$ cat config.mk
export PLATFORM = sky130hd
export DESIGN_NAME = fetch_stage_flat
export DESIGN_NICKNAME = d
export VERILOG_FILES = /design/src/rtl/fetch_stage_if.sv /design/src/rtl/fetch_stage.sv /design/src/flat_wrapper.sv
export SDC_FILE = /design/constraint.sdc
export NUM_CORES = 1
export LEC_CHECK = 0
export ABC_AREA = 0
export CAP_MARGIN = 10
export CORE_MARGIN = 4
export CORE_UTILIZATION = 54
export DETAILED_ROUTE_END_ITERATION = 10
export GPL_TIMING_DRIVEN = 1
export PLACE_DENSITY_LB_ADDON = 0.2
export SYNTH_ARGS = -nofsm -noshare
export SYNTH_HDL_FRONTEND = slang
export SYNTH_SLANG_ARGS = --single-unit
export TNS_END_PERCENT = 20
$ cat constraint.sdc
create_clock -name fs_clk -period 5.3 [get_ports fs_clk]
set_input_delay 1.06 -clock fs_clk [delete_from_list [all_inputs] [get_ports fs_clk]]
set_output_delay 1.06 -clock fs_clk [all_outputs]
set_load 0.005 [all_outputs]
$ cat src/rtl/fetch_stage_if.sv
// fetch_stage_if: memory request/response and decoder-facing signals of the
// instruction fetch stage. master = fetch stage side, slave = environment side.
// Optional macro FETCH_MISALIGN_EXC_EN adds fs_o_exception.
interface fetch_stage_if #(
    parameter int PC_WIDTH = 32,
    parameter int IWIDTH   = 32
);
    logic [PC_WIDTH-1:0] fs_o_iaddr;
    logic                fs_o_syn;
    logic                fs_i_ack;
    logic [IWIDTH-1:0]   fs_i_instr;
    logic                fs_i_change_pc;
    logic [PC_WIDTH-1:0] fs_i_pc_target;
    logic                fs_i_stall;
    logic                fs_i_flush;
    logic [IWIDTH-1:0]   fs_o_instr;
    logic [PC_WIDTH-1:0] fs_o_pc;
    logic                fs_o_ce;
`ifdef FETCH_MISALIGN_EXC_EN
    logic                fs_o_exception;
`endif

    modport master (
`ifdef FETCH_MISALIGN_EXC_EN
        output fs_o_exception,
`endif
        output fs_o_iaddr, fs_o_syn, fs_o_instr, fs_o_pc, fs_o_ce,
        input  fs_i_ack, fs_i_instr, fs_i_change_pc, fs_i_pc_target,
        input  fs_i_stall, fs_i_flush
    );

    modport slave (
`ifdef FETCH_MISALIGN_EXC_EN
        input  fs_o_exception,
`endif
        input  fs_o_iaddr, fs_o_syn, fs_o_instr, fs_o_pc, fs_o_ce,
        output fs_i_ack, fs_i_instr, fs_i_change_pc, fs_i_pc_target,
        output fs_i_stall, fs_i_flush
    );
endinterface

$ cat src/rtl/fetch_stage.sv
// fetch_stage: holds the PC, requests instructions over syn/ack, and hands
// instr/pc/ce to the decoder with a one-entry skid buffer for stalls.
// Redirect (change_pc) beats flush, flush beats stall/ack.
// Optional macro FETCH_MISALIGN_EXC_EN: a misaligned redirect target raises
// fs_o_exception with a NOP and parks the stage until the next flush/redirect;
// without it the target's low two bits are forced to zero.
module fetch_stage #(
    parameter int                  PC_WIDTH = 32,
    parameter int                  IWIDTH   = 32,
    parameter logic [PC_WIDTH-1:0] RESET_PC = '0
) (
    input logic           fs_clk,
    input logic           fs_rst,
    fetch_stage_if.master fs
);
    typedef enum logic [1:0] {IDLE, REQ, SKID, BUBBLE} state_t;

    localparam logic [IWIDTH-1:0] NOP = IWIDTH'(32'h0000_0013);

    state_t              state, state_nx;
    logic [PC_WIDTH-1:0] pc, pc_nx;
    logic [IWIDTH-1:0]   out_instr, out_instr_nx;
    logic [PC_WIDTH-1:0] out_pc, out_pc_nx;
    logic                out_ce, out_ce_nx;
    logic [IWIDTH-1:0]   skid_instr, skid_instr_nx;
    logic [PC_WIDTH-1:0] skid_pc, skid_pc_nx;
    logic [PC_WIDTH-1:0] target;
`ifdef FETCH_MISALIGN_EXC_EN
    logic                exc, exc_nx;
    logic                misaligned;

    assign target     = fs.fs_i_pc_target;
    assign misaligned = (fs.fs_i_pc_target[1:0] != 2'b00);
    assign fs.fs_o_exception = exc;
`else
    assign target = fs.fs_i_pc_target & ~PC_WIDTH'(3);
`endif

    // Request is live only in REQ; the address is always the current PC.
    assign fs.fs_o_syn   = (state == REQ);
    assign fs.fs_o_iaddr = pc;
    assign fs.fs_o_instr = out_instr;
    assign fs.fs_o_pc    = out_pc;
    assign fs.fs_o_ce    = out_ce;

    // State and datapath registers; async reset abandons any pending request.
    always_ff @(posedge fs_clk or negedge fs_rst) begin
        if (!fs_rst) begin
            state      <= IDLE;
            pc         <= RESET_PC;
            out_instr  <= '0;
            out_pc     <= '0;
            out_ce     <= 1'b0;
            skid_instr <= '0;
            skid_pc    <= '0;
`ifdef FETCH_MISALIGN_EXC_EN
            exc        <= 1'b0;
`endif
        end else begin
            state      <= state_nx;
            pc         <= pc_nx;
            out_instr  <= out_instr_nx;
            out_pc     <= out_pc_nx;
            out_ce     <= out_ce_nx;
            skid_instr <= skid_instr_nx;
            skid_pc    <= skid_pc_nx;
`ifdef FETCH_MISALIGN_EXC_EN
            exc        <= exc_nx;
`endif
        end
    end

    // Next state: redirect > flush > normal fetch/stall handling. Leaving SKID
    // is what empties the skid, so its data registers need no valid bit.
    always_comb begin
        state_nx      = state;
        pc_nx         = pc;
        out_instr_nx  = out_instr;
        out_pc_nx     = out_pc;
        out_ce_nx     = out_ce;
        skid_instr_nx = skid_instr;
        skid_pc_nx    = skid_pc;
`ifdef FETCH_MISALIGN_EXC_EN
        exc_nx        = exc;
`endif
        if (fs.fs_i_change_pc) begin
            pc_nx     = target;
            out_ce_nx = 1'b0;
            state_nx  = BUBBLE;
`ifdef FETCH_MISALIGN_EXC_EN
            exc_nx    = 1'b0;
            if (misaligned) begin
                out_ce_nx    = 1'b1;
                out_instr_nx = NOP;
                out_pc_nx    = target;
                exc_nx       = 1'b1;
                state_nx     = IDLE;
            end
`endif
        end else if (fs.fs_i_flush) begin
            // PC is not advanced, so the killed address is fetched again.
            out_ce_nx = 1'b0;
            state_nx  = BUBBLE;
`ifdef FETCH_MISALIGN_EXC_EN
            exc_nx    = 1'b0;
`endif
        end else begin
            case (state)
                IDLE: begin
`ifdef FETCH_MISALIGN_EXC_EN
                    if (!exc) state_nx = REQ;
`else
                    state_nx = REQ;
`endif
                end
                REQ: begin
                    if (fs.fs_i_ack) begin
                        pc_nx = pc + PC_WIDTH'(4);
                        if (fs.fs_i_stall) begin
                            skid_instr_nx = fs.fs_i_instr;
                            skid_pc_nx    = pc;
                            state_nx      = SKID;
                        end else begin
                            out_instr_nx = fs.fs_i_instr;
                            out_pc_nx    = pc;
                            out_ce_nx    = 1'b1;
                        end
                    end else if (!fs.fs_i_stall) begin
                        out_ce_nx = 1'b0;
                    end
                end
                SKID: begin
                    if (!fs.fs_i_stall) begin
                        out_instr_nx = skid_instr;
                        out_pc_nx    = skid_pc;
                        out_ce_nx    = 1'b1;
                        state_nx     = REQ;
                    end
                end
                BUBBLE: begin
                    if (!fs.fs_i_stall) out_ce_nx = 1'b0;
                    state_nx = REQ;
                end
                default: state_nx = IDLE;
            endcase
        end
    end
endmodule

$ cat src/flat_wrapper.sv
// flat-port wrapper written by rule: the top's interface ports become plain ports
module fetch_stage_flat 
#(
    parameter int                  PC_WIDTH = 32,
    parameter int                  IWIDTH   = 32,
    parameter logic [PC_WIDTH-1:0] RESET_PC = '0
)
  (fs_clk, fs_rst, fs_fs_o_iaddr, fs_fs_o_syn, fs_fs_o_instr, fs_fs_o_pc, fs_fs_o_ce, fs_fs_i_ack, fs_fs_i_instr, fs_fs_i_change_pc, fs_fs_i_pc_target, fs_fs_i_stall, fs_fs_i_flush);
  fetch_stage_if #(.PC_WIDTH(PC_WIDTH), .IWIDTH(IWIDTH)) fs_i ();
  input logic fs_clk;
  input logic fs_rst;
  output wire logic [$bits(fs_i.fs_o_iaddr)-1:0] fs_fs_o_iaddr;
  output wire logic [$bits(fs_i.fs_o_syn)-1:0] fs_fs_o_syn;
  output wire logic [$bits(fs_i.fs_o_instr)-1:0] fs_fs_o_instr;
  output wire logic [$bits(fs_i.fs_o_pc)-1:0] fs_fs_o_pc;
  output wire logic [$bits(fs_i.fs_o_ce)-1:0] fs_fs_o_ce;
  input wire logic [$bits(fs_i.fs_i_ack)-1:0] fs_fs_i_ack;
  input wire logic [$bits(fs_i.fs_i_instr)-1:0] fs_fs_i_instr;
  input wire logic [$bits(fs_i.fs_i_change_pc)-1:0] fs_fs_i_change_pc;
  input wire logic [$bits(fs_i.fs_i_pc_target)-1:0] fs_fs_i_pc_target;
  input wire logic [$bits(fs_i.fs_i_stall)-1:0] fs_fs_i_stall;
  input wire logic [$bits(fs_i.fs_i_flush)-1:0] fs_fs_i_flush;
  assign fs_fs_o_iaddr = fs_i.fs_o_iaddr;
  assign fs_fs_o_syn = fs_i.fs_o_syn;
  assign fs_fs_o_instr = fs_i.fs_o_instr;
  assign fs_fs_o_pc = fs_i.fs_o_pc;
  assign fs_fs_o_ce = fs_i.fs_o_ce;
  assign fs_i.fs_i_ack = fs_fs_i_ack;
  assign fs_i.fs_i_instr = fs_fs_i_instr;
  assign fs_i.fs_i_change_pc = fs_fs_i_change_pc;
  assign fs_i.fs_i_pc_target = fs_fs_i_pc_target;
  assign fs_i.fs_i_stall = fs_fs_i_stall;
  assign fs_i.fs_i_flush = fs_fs_i_flush;
  fetch_stage #(.PC_WIDTH(PC_WIDTH), .IWIDTH(IWIDTH), .RESET_PC(RESET_PC)) u_core (.fs_clk(fs_clk), .fs_rst(fs_rst), .fs(fs_i));
endmodule
After elaboration in Yosys (flattened, before gate mapping)
Cells that the tools add are included.

Memories kept: 0. Memory bits (writable): 0. Bits in registers: 163. Bits in latches: 0. ROM bits: 0. Output and inout bits: 98.

Shift operators: 0. Mux-type cells: 24. Eq/ne operators: 10. Reduce and logical (&&, ||, !) cells: 10. Bitwise operators: 2. Order comparisons: 0. Add/sub/neg operators: 1. Div/mod/pow operators: 0. Multiply operators: 0.

Operators with widths (count): $mux 32 (10); $pmux 32 s2 (2); $add 32x3->32 const B (1); $mux 2 (5); $ne 4x1->1 const B (2); $ne 2x2->1 const B (3); $pmux 2 s3 (1); $reduce_and 3->1 (2); $reduce_and 6->1 (1); $reduce_bool 2->1 (3); $mux 1 (5); $reduce_and 5->1 (1); $reduce_bool 5->1 (1); $eq 2x2->1 const B (2); $ne 4x4->1 const B (1); $pmux 1 s3 (1); $eq 2x1->1 const B (1); $logic_not 2->1 (1); $ne 2x1->1 const B (1); $not 1->1 (2); $reduce_or 2->1 (1).

Logic depth before layout (Yosys ltp)
Depth in word-level cells: 5. Mapped depth: 8. Gate-level depth less buffers: 6.

Worst setup path before layout
Ideal clock, no wire load.

Path type: input-to-reg. From: input fs_fs_i_flush. To: register u_core.pc[9] (netlist: u_core.fs.fs_o_iaddr[9]). Path slack: 3091 ps. Data arrival time: 2078 ps. Data required time: 5169 ps. Stages on the path: 6. Library setup time: 131 ps. Cells stage by stage: nand4bb_1 -> buf_2 -> or3_1 -> nor2_1 -> xnor2_1 -> o21ai_1.

Word-level cells in the longest chain between the ends: 2.

RTL lines: from (decl) (line flat_wrapper.sv:22) `input wire logic [$bits(fs_i.fs_i_flush)-1:0] fs_fs_i_flush;`; $ne 2x2->1 (no line); $reduce_and 3->1 (no line); to (signal assigned) (line fetch_stage.sv:61) `pc <= pc_nx;`; to (decl) (line fetch_stage.sv:21) `logic [PC_WIDTH-1:0] pc, pc_nx;`.

No other way between the ends. A chain may end at the register's enable or synchronous reset.

Worst setup path in the final report
From: input fs_fs_i_change_pc. To: register u_core.skid_instr[19].

Word-level cells in the longest chain between the ends: 2.

RTL lines: from (decl) (line flat_wrapper.sv:19) `input wire logic [$bits(fs_i.fs_i_change_pc)-1:0] fs_fs_i_change_pc;`; $not 1->1 (no line); $reduce_and 5->1 (no line); to (signal assigned) (line fetch_stage.sv:65) `skid_instr <= skid_instr_nx;`; to (decl) (line fetch_stage.sv:25) `logic [IWIDTH-1:0] skid_instr, skid_instr_nx;`.

No other way between the ends.

==> flow_metrics.py <==
metrics = {
    "yosys": {
        "ys.flop_type": "dfrtp_1",
        "yosys-top-cells-area": "dfrtp_1, mux2_1, mux2i_1",
        "synth.yosys.seq_area_share": 0.558,
        "synth.ff_latch_count": 157,
        "ys_async_sr_fraction": 1.00,
        "syn_area_mm2": 0.00704,
        "synth_top_cell_area_share": 0.558,
        "synth_edf_count": 0,
        "syn_area_per_cell_um2": 11.3,
        "synth_cells": 623,
        "synth_cell_type_count": 45,
        "ys_warn_count": 0,
        "synth_top_cell_by_area": "dfrtp_1",
    },
    "floorplanning": {
        "start_util": 0.556,
        "io_pins": 168,
        "fp-row-count": 41,
        "die_h_um": 122,
        "die_area_mm2": 0.0149,
        "coreArea_mm2": 0.0127,
        "die_w_um": 122,
    },
    "clock_network": {
        "htree_levels": 4,
        "cts_buffers": 17,
        "tritoncts": "yes",
        "cts-root-buf": "clkbuf_16",
        "clkTransAtPathRegs_ns": 0.06,
        "hold_buffers": 0,
        "cts_sinks": 157,
        "post_cts_buffers": 0,
        "clk_latency_ns": 0.41,
        "cts-resized-gates": 0,
        "clk_path_buf_depth": 2,
    },
    "timing": {
        "setup_viol": 0,
        "setup_tns_ns": 0,
        "hold_viol": 0,
        "fmax_ghz": 0.315,
        "min_period_over_period": 0.600,
        "worst_pin_slew_ns": 1.12,
        "skew_ns": 0.00503,
        "fin_crit_ns": 3.18,
        "drv_slew": 0,
        "grt_setup_unrepaired": "no",
        "slew_headroom": 0.250,
    },
    "cells_and_area": {
        "mostFrequentLayoutCells": "clkdlybuf4s50_1, dfrtp_1, nand2_1, o21ai_1, mux2i_1",
        "stdcell_count": 957,
        "nNetsFinal": 844,
        "drive_gt1_frac": 0.0573,
        "final_common_cell": "clkdlybuf4s50_1",
        "antennaDiodeCount": 0,
        "area_delta_synth_final_pct": 33.9,
    },
    "critical_path": {
        "cp_num_cells": 5,
        "worstSetupEndpointType": "flop",
        "critPathTopFamily": "simple AND/OR/NAND/NOR gates",
        "required_ns": 5.58,
        "path_buf_inv": 2,
        "max_stage_delay_ns": 0.83,
        "critical_path_class": "in -> reg",
        "cp-startpoint": "fs_fs_i_change_pc",
        "critPathMaxFanout": 62,
        "reg2reg_depth": 4,
        "cpMaxStageDelayCell": "nand3_4",
        "startpoint_type": "primary input",
        "r2r_setup_slack_ns": 2.90,
        "worstPathArrival_ns": 3.46,
        "r2r_end": "u_core.skid_instr[19]",
        "r2r-start": "u_core.state[0]",
        "endpoint": "u_core.skid_instr[19]",
        "cp_cell_sequence": "buf_2, buf_4, nor2_1, nand3_4, mux2_1",
    },
    "drt": {
        "antenna_left": 0,
        "vias": 5312,
        "viasPerCell": 5.55,
        "route.detailed.drc": 0,
        "drtPass1Iterations": 5,
        "first_iter_violations": 384,
        "wl_per_cell_um": 17.5,
        "wl_um": 16700,
    },
    "run_status": {
        "outcome": "finished, final reports clean",
    },
    "power_and_ir_drop": {
        "power.leakage_nw": 4.00,
        "peakVddDrop_mv": 0.255,
        "power_density_mw_per_mm2": 368,
    },
    "flow_run": {
        "cap_violations": 0,
    },
    "place": {
        "dp_cells": 926,
        "globalplace.congestion": 0.800,
        "port_buffers": 161,
        "hpwlAfterDp_um": 11100,
    },
    "worst_hold_path": {
        "hold_path.class": "reg -> reg",
    },
    "global_routing": {
        "grt_usage": 0.234,
        "grt_overflow": 0,
        "grt_pass1_vias": 5488,
        "grt_start_max_net_pins": 72,
        "grt_pass1_wl_um": 27400,
        "antenna_found_initial": 0,
    },
}
[synth_stat cells, types with 3 or more instances]
| master | instances |
|---|---|
| o21ai_1 | 71 |
| mux2i_1 | 63 |
| xnor2_1 | 3 |
| nor2_1 | 10 |
| dfrtp_1 | 157 |
| buf_4 | 5 |
| clkbuf_1 | 12 |
| mux2_1 | 60 |
| buf_2 | 22 |
| o211ai_1 | 6 |
| nand2_1 | 110 |
| and3_1 | 5 |
| nand4_1 | 13 |
| o21ai_0 | 13 |
| xor2_1 | 16 |
| nand3_1 | 17 |
| nor3_1 | 4 |
[where the power goes]
group | switching, mW | internal, mW
registers | 0.141 | 1.40
logic | 0.214 | 0.355
clock network | 0.446 | 0.910
total | 0.801 | 2.67
[final cells by class]
cell class,count,area [um^2]
Clock buffer,26,519
Timing Repair Buffer,167,1650
Multi-Input combinational cell,428,2950
Inverter,2,7.51
Tap cell,172,215
Sequential cell,157,3930
Clock inverter,5,150
Fill cell,877,3250
[through the flow]
step	hold slack (ns)	cell area (um^2)	setup WS [ns]	util	power [mW]
2_1_floorplan	0.464	7050	3.09	-	1.75
3_3_place_gp	0.467	8750	1.72	0.691	2.10
3_5_place_dp	0.474	8750	1.67	0.691	2.14
4_1_cts	0.487	9420	2.09	0.744	3.50
5_1_grt	0.503	9420	1.91	0.744	3.63
6_report	0.482	9420	2.12	0.744	3.47
[worst register-to-register path, cell delays in order (launching register included)]
cell and delay (ns):
dfrtp_1 0.45, nor2b_1 0.20, and2_1 0.23, nand3_4 0.75
mux2_1 0.65
[worst min path at each step]
stage | startpoint | to | cells past startpoint | slack (ns)
6_report | u_core.fs.fs_o_pc[29] | u_core.fs.fs_o_pc[29] | 2 | 0.48
5_1_grt | u_core.skid_pc[7] | u_core.skid_pc[7] | 1 | 0.50
4_1_cts | u_core.fs.fs_o_instr[29] | u_core.fs.fs_o_instr[29] | 2 | 0.49
3_5_place_dp | u_core.fs.fs_o_instr[29] | u_core.fs.fs_o_instr[29] | 2 | 0.47
3_3_place_gp | u_core.fs.fs_o_instr[14] | u_core.fs.fs_o_instr[14] | 2 | 0.47
2_1_floorplan | u_core.skid_instr[0] | u_core.skid_instr[0] | 1 | 0.46
[flip-flops by register name, indices dropped and copies added (netlist names)]
name and count:
u_core.fs.fs_o_pc 30, u_core.fs.fs_o_ce 1, u_core.skid_instr 32, u_core.state 2
u_core.skid_pc 30, u_core.fs.fs_o_instr 32, u_core.fs.fs_o_iaddr 30
[metal layers]
layer  GRT usage  vias up  part of all wire
met4      0.0896        0             0.019
met1       0.295     2643              0.41
met5           0        -                 0
met3      0.0539       27             0.056
li1            -     2479                 -
met2       0.395      163              0.52
[logic make-up (layout without fill, tap and decap cells)]
kind of cell    Yosys count  after routing  synth area share
xor+xnor                 19             19            0.0236
fa+ha+maj                 1              1           0.00178
mux                     125            125             0.189
simple gates            177            177             0.118
buf+inv                  41            200            0.0284
other cells               1              4          0.000533
compound gates          102            102            0.0807
flops                   157            157             0.558
(Power assumes the default switching activity.)
